===== src/rtl/registros_rx.sv =====
// Receiver for the 13-slot serial byte frame: hunts sync, checks the marker,
// deserializes N_DATA bytes into a shadow bank and commits them atomically.
module registros_rx #(
  parameter int             N_DATA = 11,
  parameter int             W      = 8,
  parameter logic [W-1:0]   MARK   = '0
) (
  input  logic                clk,
  input  logic                reset,
  input  logic [W-1:0]        data_in,
  input  logic                bit_inicio,
  output logic [N_DATA*W-1:0] datos_out,
  output logic                frame_valid,
  output logic                frame_error,
  output logic [7:0]          frame_cnt,
  output logic [1:0]          dbg_state
);

  localparam int SW = $clog2(N_DATA + 1);

  typedef enum logic [1:0] {
    S_HUNT = 2'd0,
    S_MARK = 2'd1,
    S_DATA = 2'd2,
    S_SYNC = 2'd3
  } state_t;

  state_t                state_q;
  logic [SW-1:0]         slot_q;
  logic [N_DATA*W-1:0]   shadow_q;
  logic [N_DATA*W-1:0]   datos_q;
  logic                  frame_valid_q;
  logic                  frame_error_q;
  logic [7:0]            frame_cnt_q;
  logic [1:0]            rst_sync_q;
  logic                  rst_n_int;

  // Assertion is immediate, release is aligned to clk through two flops.
  always_ff @(posedge clk or negedge reset) begin
    if (!reset) rst_sync_q <= 2'b00;
    else        rst_sync_q <= {rst_sync_q[0], 1'b1};
  end
  assign rst_n_int = rst_sync_q[1];

  always_ff @(posedge clk or negedge rst_n_int) begin
    if (!rst_n_int) begin
      state_q       <= S_HUNT;
      slot_q        <= '0;
      shadow_q      <= '0;
      datos_q       <= '0;
      frame_valid_q <= 1'b0;
      frame_error_q <= 1'b0;
      frame_cnt_q   <= '0;
    end else begin
      frame_valid_q <= 1'b0;
      frame_error_q <= 1'b0;
      case (state_q)
        S_HUNT: begin
          if (!bit_inicio) state_q <= S_MARK;
        end
        S_MARK: begin
          if (data_in == MARK) begin
            state_q <= S_DATA;
            slot_q  <= SW'(1);
          end else begin
            frame_error_q <= 1'b1;
            state_q       <= S_HUNT;
          end
        end
        S_DATA: begin
          // Early sync: drop the partial frame and treat this slot as a new sync.
          if (!bit_inicio) begin
            frame_error_q <= 1'b1;
            shadow_q      <= '0;
            slot_q        <= '0;
            state_q       <= S_MARK;
          end else begin
            for (int k = 0; k < N_DATA; k++) begin
              if (slot_q == SW'(k + 1)) shadow_q[k*W +: W] <= data_in;
            end
            if (slot_q >= SW'(N_DATA)) state_q <= S_SYNC;
            else                       slot_q  <= slot_q + SW'(1);
          end
        end
        S_SYNC: begin
          if (!bit_inicio) begin
            datos_q       <= shadow_q;
            frame_valid_q <= 1'b1;
            frame_cnt_q   <= frame_cnt_q + 8'd1;
            slot_q        <= '0;
            state_q       <= S_MARK;
          end else begin
            frame_error_q <= 1'b1;
            slot_q        <= '0;
            state_q       <= S_HUNT;
          end
        end
        default: state_q <= S_HUNT;
      endcase
    end
  end

  assign datos_out   = datos_q;
  assign frame_valid = frame_valid_q;
  assign frame_error = frame_error_q;
  assign frame_cnt   = frame_cnt_q;
  assign dbg_state   = state_q;

endmodule


===== config.mk =====
export PLATFORM = sky130hd
export DESIGN_NAME = registros_rx
export DESIGN_NICKNAME = d
export VERILOG_FILES = /design/src/rtl/registros_rx.sv
export SDC_FILE = /design/constraint.sdc
export NUM_CORES = 1
export LEC_CHECK = 0
export CAP_MARGIN = 20
export CORE_MARGIN = 5
export CORE_UTILIZATION = 42
export CTS_BUF_LIST = sky130_fd_sc_hd__clkbuf_16
export DETAILED_ROUTE_END_ITERATION = 6
export HOLD_SLACK_MARGIN = 0.1
export PLACE_DENSITY_LB_ADDON = 0.15
export SLEW_MARGIN = 10
export SYNTH_ARGS = -nofsm -noshare
export SYNTH_HDL_FRONTEND = slang
export SYNTH_SLANG_ARGS = --single-unit

===== constraint.sdc =====
create_clock -name clk -period 13.8 [get_ports clk]
set_clock_uncertainty 0.15 [all_clocks]
set_input_delay 2.07 -clock clk [delete_from_list [all_inputs] [get_ports clk]]
set_output_delay 2.07 -clock clk [all_outputs]
set_load 0.03 [all_outputs]

==> flow_summary_export.csv, run 1 <==
group,metric,value,unit
power,clockPowerShare,40.8,%
floorplanning,initial_utilization,42.63,%
placed_design,place_area,8886,sq um
synthesis,syn_area_per_cell,10.76,sq um
hold_path,hold_path.class,"reg2async",
setup_path,required,13.96,ns
sta,worstMarginPinSlew,0.9528,ns
outcome,outcome,"finished clean",
detailed_routing,firstDrtPassIters,4,
synthesis,synth_top_family_by_area,"simple AND/OR/NAND/NOR gates",
setup_path,crit_top_cell,"buf_4",
flow_run,maxCapViolCount,0,
power,swShare,22.48,%
clock_tree,cts_hold_buf,0,
placed_design,post-place-cells,1016,
setup_path,reg2reg_to,"datos_out[57]",
clock_tree,cts_tree,"done",
setup_path,worstSetupPathType,"in2reg",
clock_tree,htree_num_levels,4,
setup_path,worstSetupEndpointType,"register",
detailed_routing,detail-route-antenna-nets,0,
sta,fin_crit,4.814,ns
setup_path,cpLargestDelayFamily,"buffers and inverters",
synthesis,synth_area,7631,sq um
placed_design,place_congestion,0.8385,
synthesis,synth_area_leaders,"dfrtp_1 (64%), nand2_1 (15%), mux2_2 (9.6%), o21ai_0 (1.9%), a21oi_4 (1.5%)",
detailed_routing,route.detailed.drc,0,
grt,grt_pass1_wl,27170,microns
sta,finalMaxSlewViolations,0,
cells_and_area,seqCellArea,4858,sq um
sta,maxSlewHeadroom,36.06,%
cells_and_area,multi_input_area,2576,sq um
setup_path,crit_slowest_cell,"buf_4",
cells_and_area,fill_cells,1598,
clock_tree,cts-root-buf,"clkbuf_16",
synthesis,synth.mux.area_fraction,9.723,%
grt,grt_max_degree,94,
setup_path,r2r_cells,6,
synthesis,ys_seq_elements,194,
power,internal-power,0.8471,mW
synthesis,ys_warn_count,0,
setup_path,reg2reg_slack,11.01,ns
cells_and_area,nets,823,
clock_tree,clkTransAtPathRegs,0.07,ns
power,combPwrFrac,4.7,%
synthesis,synth_fp_nets,725,
power,p_seq_share,54.4,%
power,p_per_area,115.7,nW/um^2
synthesis,synth-main-ff-cell,"dfrtp_1",
sta,final.setup.tns,0,ns
setup_path,path_max_fanout,93,
clock_tree,cts-resized-gates,0,
floorplanning,die_w,144.8,microns
synthesis,synth_compound_area_share,4.165,%
synthesis,ys_types,33,
grt,grt.overflow.total,0,
floorplanning,io_pins,111,
synthesis,ys_seq_area_share,63.62,%
grt,antenna_found_initial,0,
synthesis,synth_edf_count,0,
synthesis,yosys.area_share.simple,18.08,%
synthesis,syn_inst,709,
sta,fmax,0.2077,GHz
sta,hold_slack,0.1584,ns
detailed_routing,wl,16490,microns
sta,hold_viol,0,
synthesis,synth_largest_area_cell,"dfrtp_1",
detailed_routing,vias,5017,
sta,setup_viol,0,
cells_and_area,area_growth_syn_to_layout,23.76,%
sta,finalCritPeriodShare,34.88,%
clock_tree,cts_setup_buffers,0,
detailed_routing,drt_iter0_markers,306,
power,p_sw,0.2456,mW
floorplanning,core_region_area,17900,sq um
detailed_routing,vias_per_cell,4.783,
cells_and_area,fin_util,52.75,%
setup_path,crit_chain,"clkdlybuf4s50_1 > buf_4 > nand3b_1 > buf_4 > inv_2 > buf_4 > nand2_1 > nand2_1",
floorplanning,row_count,49,
setup_path,crit_arrival,4.97,ns
cells_and_area,diodes,0,
clock_tree,cts.sinks,194,
clock_tree,cts_made_buffers,17,
floorplanning,dieArea,20970,sq um
synthesis,synth-xor-area-share,0.9182,%
synthesis,netlist.area_leader.share,63.62,%
grt,grtUsageTotal,16.66,%
detailed_routing,wire_per_inst,15.72,microns
clock_tree,insertion_delay,0.42,ns
setup_path,startpoint_type,"input pin",
synthesis,async_reset_ff_share,100.0,%
cells_and_area,drive_above_1_share,13.17,%
setup_path,path_buf_inv,5,
grt,grt_pass1_vias,5189,
floorplanning,die_h,144.8,microns
setup_path,max_stage_delay,0.72,ns
cells_and_area,final_area,9444,sq um
setup_path,r2r_start,"dbg_state[1]",
cells_and_area,layout.cells.non_filler,1049,
power,p_leak,4.627,nW
sta,rsz0062_at_grt,"no",
placed_design,numPortBuffers,110,
power,ir_drop,0.08187,mV
synthesis,synth_adder_area_share,0.8198,%
clock_tree,cts.path.max_buffers,2,
placed_design,dpl.hpwl,10920,microns
stage by stage:
| step | worst slack (ns) | power, mW |
|---|---|---|
| detailed placement | 8.495 | 0.6577 |
| global route | 8.647 | 1.136 |
| global placement | 8.554 | 0.6555 |
| finish | 8.986 | 1.093 |
| floorplan | 7.844 | 0.6370 |
| CTS | 8.952 | 1.103 |
cell type report:
type / count / area share (%)
clock inverter: 15 / 1.113
tap: 229 / 3.034
sequential: 194 / 51.44
timing repair buffer: 116 / 12.35
inverter: 7 / 0.2782
multi-input combinational: 471 / 27.28
clock buffer: 17 / 4.505
worst reg2reg max path, stage by stage, from the launching register on:
cell and delay, ns:
dfrtp_1 0.47, nand3b_1 0.12, buf_4 0.72, inv_2 0.49
buf_4 0.45, nand2_1 0.22, nand2_1 0.06
cell usage in the layout (no fill, tap or decap), types with 6 or more instances in the layout:
| cell | instances |
|---|---|
| and2_1 | 8 |
| clkdlybuf4s50_1 | 110 |
| clkbuf_16 | 17 |
| dfrtp_1 | 193 |
| a21oi_4 | 7 |
| inv_1 | 10 |
| nand2_1 | 314 |
| nand3_1 | 6 |
| mux2_2 | 65 |
| o21ai_0 | 29 |
registers in the layout (all words and copies together) (netlist names):
signal       cells
rst_sync_q       2
datos_out       88
frame_valid      1
slot_q           4
frame_error      1
dbg_state        2
shadow_q        88
frame_cnt        8
synth_stat cells (2+ instances only):
master / n
a21o_1: 2
mux2_2: 65
and2b_1: 2
nor2_1: 3
a21oi_2: 2
xnor2_1: 5
xor2_1: 3
clkbuf_1: 10
and2_1: 8
ha_1: 5
nand3_1: 6
nor4_1: 3
dfrtp_1: 194
a21oi_4: 7
o21ai_1: 4
o21ai_0: 29
nand2b_1: 3
buf_2: 11
nand2_1: 314
inv_1: 7
buf_1: 11
nor3b_1: 2
buf_6: 2
clkbuf_2: 2
power by group through the flow:
stage	Combinational (mW)	Clock [mW]	Sequential, mW
after floorplan	0.0252	0	0.612
after global placement	0.0502	0	0.605
after detailed placement	0.0519	0	0.606
after CTS	0.0520	0.456	0.595
after global routing	0.0577	0.481	0.597
final	0.0518	0.446	0.595
cell families after synthesis:
group                      Yosys count
muxes                               66
AOI/OAI and AO/OA                   45
DFF                                194
xor gates and xnor gates             8
other                                1
and+or+nand+nor                    346
buffers and inverters               44
adders and majority gates            5
layer usage:
layer | vias up | routed length, microns | GRT usage [%]
met2 | 100 | 7810 | 26.55
met5 | - | 0 | 0
met4 | 0 | 197 | 5.155
met1 | 2447 | 7841 | 23.31
met3 | 16 | 641 | 3.122
li1 | 2454 | - | -
worst max path at each step:
stage / from / end / slack [ns] / cells after the start
after global routing: bit_inicio / datos_out[45] / 8.65 / 8
after detailed placement: bit_inicio / datos_out[84] / 8.50 / 8
after floorplan: rst_sync_q[1] / datos_out[0] / 7.84 / 0
after global placement: bit_inicio / datos_out[69] / 8.55 / 8
after CTS: bit_inicio / datos_out[84] / 8.95 / 8
final: bit_inicio / datos_out[57] / 8.99 / 8
Note: power is estimated with default switching activity, not from simulation.
==> inputs of run 2 (changes only) <==
==> constraint.sdc (replaced) <==
create_clock -name clk -period 3.85 [get_ports clk]
set_clock_uncertainty 0.15 [all_clocks]
set_input_delay 0.5775 -clock clk [delete_from_list [all_inputs] [get_ports clk]]
set_output_delay 0.5775 -clock clk [all_outputs]
set_load 0.03 [all_outputs]
==> flow_summary_export.csv, run 2 (synthesized netlist as in run 1, its figures left out) <==
group,metric,value,unit
outcome,outcome,"finished clean",
grt,grt_pass1_wl,28170,microns
clock_tree,cts-resized-gates,0,
sta,finalMaxSlewViolations,0,
cells_and_area,multi_input_area,2576,sq um
setup_path,max_stage_delay,0.70,ns
detailed_routing,wl,17090,microns
cells_and_area,fill_cells,1588,
cells_and_area,layout_common_cells,"nand2_1 (314), dfrtp_1 (193), clkdlybuf4s50_1 (110)",
clock_tree,cts_hold_buf,0,
grt,grt_pass1_vias,5355,
clock_tree,cts.sinks,194,
placed_design,dpl.hpwl,11440,microns
cells_and_area,area_growth_syn_to_layout,23.43,%
cells_and_area,final_area,9419,sq um
hold_path,hold_path.class,"in2async",
clock_tree,cts_tree,"done",
placed_design,numPortBuffers,110,
cells_and_area,seqCellArea,4858,sq um
floorplanning,io_pins,111,
sta,finalCritPeriodShare,66.63,%
sta,fin_crit,2.565,ns
clock_tree,cts-root-buf,"clkbuf_16",
cells_and_area,layout_commonest_cell,"nand2_1",
setup_path,cpLargestDelayFamily,"buffers and inverters",
sta,rsz0062_at_grt,"no",
placed_design,place_congestion,0.8185,
power,p_leak,4.624,nW
detailed_routing,wire_per_inst,16.28,microns
sta,setup_viol,0,
cells_and_area,nets,824,
setup_path,crit_arrival,2.67,ns
grt,grt_max_degree,93,
clock_tree,htree_num_levels,4,
placed_design,place_area,8914,sq um
grt,antenna_found_initial,0,
clock_tree,cts.path.max_buffers,2,
setup_path,crit_slowest_cell,"clkdlybuf4s50_1",
clock_tree,clkTransAtPathRegs,0.07,ns
sta,final.setup.tns,0,ns
detailed_routing,vias,5042,
cells_and_area,drive_above_1_share,13.52,%
setup_path,worstSetupEndpointType,"register",
floorplanning,dieArea,20970,sq um
detailed_routing,drt_iter0_markers,329,
cells_and_area,layout.cells.non_filler,1050,
setup_path,crit_chain,"clkdlybuf4s50_1 > buf_4 > inv_1 > o21ai_1 > o21ai_0",
power,p_per_area,409.4,nW/um^2
floorplanning,initial_utilization,42.63,%
clock_tree,cts_setup_buffers,0,
sta,worstMarginPinSlew,0.9587,ns
clock_tree,cts_made_buffers,17,
power,ir_drop,0.3152,mV
cells_and_area,diodes,0,
sta,fmax,0.3898,GHz
grt,grtUsageTotal,17.34,%
floorplanning,die_w,144.8,microns
setup_path,path_buf_inv,3,
floorplanning,core_region_area,17900,sq um
placed_design,post-place-cells,1018,
detailed_routing,route.detailed.drc,0,
clock_tree,insertion_delay,0.42,ns
setup_path,startpoint_type,"input pin",
sta,hold_slack,0.1618,ns
grt,grt.overflow.total,0,
setup_path,path_max_fanout,16,
setup_path,reg2reg_slack,1.66,ns
detailed_routing,vias_per_cell,4.802,
sta,maxSlewHeadroom,36.08,%
setup_path,worstSetupPathType,"in2reg",
detailed_routing,firstDrtPassIters,6,
setup_path,required,3.96,ns
power,power,3.856,mW
sta,hold_viol,0,
floorplanning,die_h,144.8,microns
floorplanning,row_count,49,
detailed_routing,detail-route-antenna-nets,0,
flow_run,maxCapViolCount,0,
## run 2: changes by cell type in the layout (fill, tap and decap cells not counted)
cell        delta
buf_4          +1
clkinv_2       +4
inv_6          -1
buf_12         +1
inv_1          -1
clkinvlp_4     -1
clkinv_1       -1
clkinv_4       +1
bufinv_16      -1
buf_16         -1
## run 2: final timing paths
check	from	to	depth (start not counted)
worst min register to register	rst_sync_q[0]	rst_sync_q[1]	0
worst min-delay path	reset	rst_sync_q[0]	1
worst max-delay path	bit_inicio	shadow_q[12]	5
worst max register to register	dbg_state[0]	shadow_q[42]	3
min in group clk	rst_sync_q[0]	rst_sync_q[1]	0
max in group asynchronous	rst_sync_q[1]	shadow_q[71]	1
## run 2: final cells by class
class | count | area share [%]
Timing Repair Buffer | 117 | 12.38
Sequential cell | 194 | 51.58
Inverter | 7 | 0.2790
Multi-Input combinational cell | 471 | 27.35
Tap cell | 229 | 3.042
Clock inverter | 15 | 0.8502
Clock buffer | 17 | 4.516
## run 2: per-stage QoR
step                util (%)  setup slack [ns]
finish                 52.61             1.285
global placement       49.79            0.9429
floorplan                  -            0.5018
global route           52.61             1.039
CTS                    52.61             1.319
detailed placement     49.79            0.8673
## run 2: where the power goes
group / internal [mW] / switching [mW] / leakage (nW)
Combinational: 0.0717 / 0.109 / 1.75
Clock: 0.807 / 0.732 / 0.258
Sequential: 2.09 / 0.0475 / 2.62
Total: 2.97 / 0.888 / 4.62
## run 2: routing by layer
metal | track usage, % | wire [microns] | vias to the layer above
met1 | 24.70 | 8149 | 2480
met5 | 0 | 0 | -
li1 | - | - | 2451
met4 | 6.333 | 213 | 0
met3 | 3.089 | 625 | 14
met2 | 26.77 | 8102 | 97
## run 2: worst reg2reg max path, delay by kind of cell, from the launching register on
family | cells | cell delay [ns]
AOI/OAI and AO/OA | 1 | 0.51
muxes | 1 | 0.38
DFF | 1 | 0.48
and+or+nand+nor | 1 | 0.56
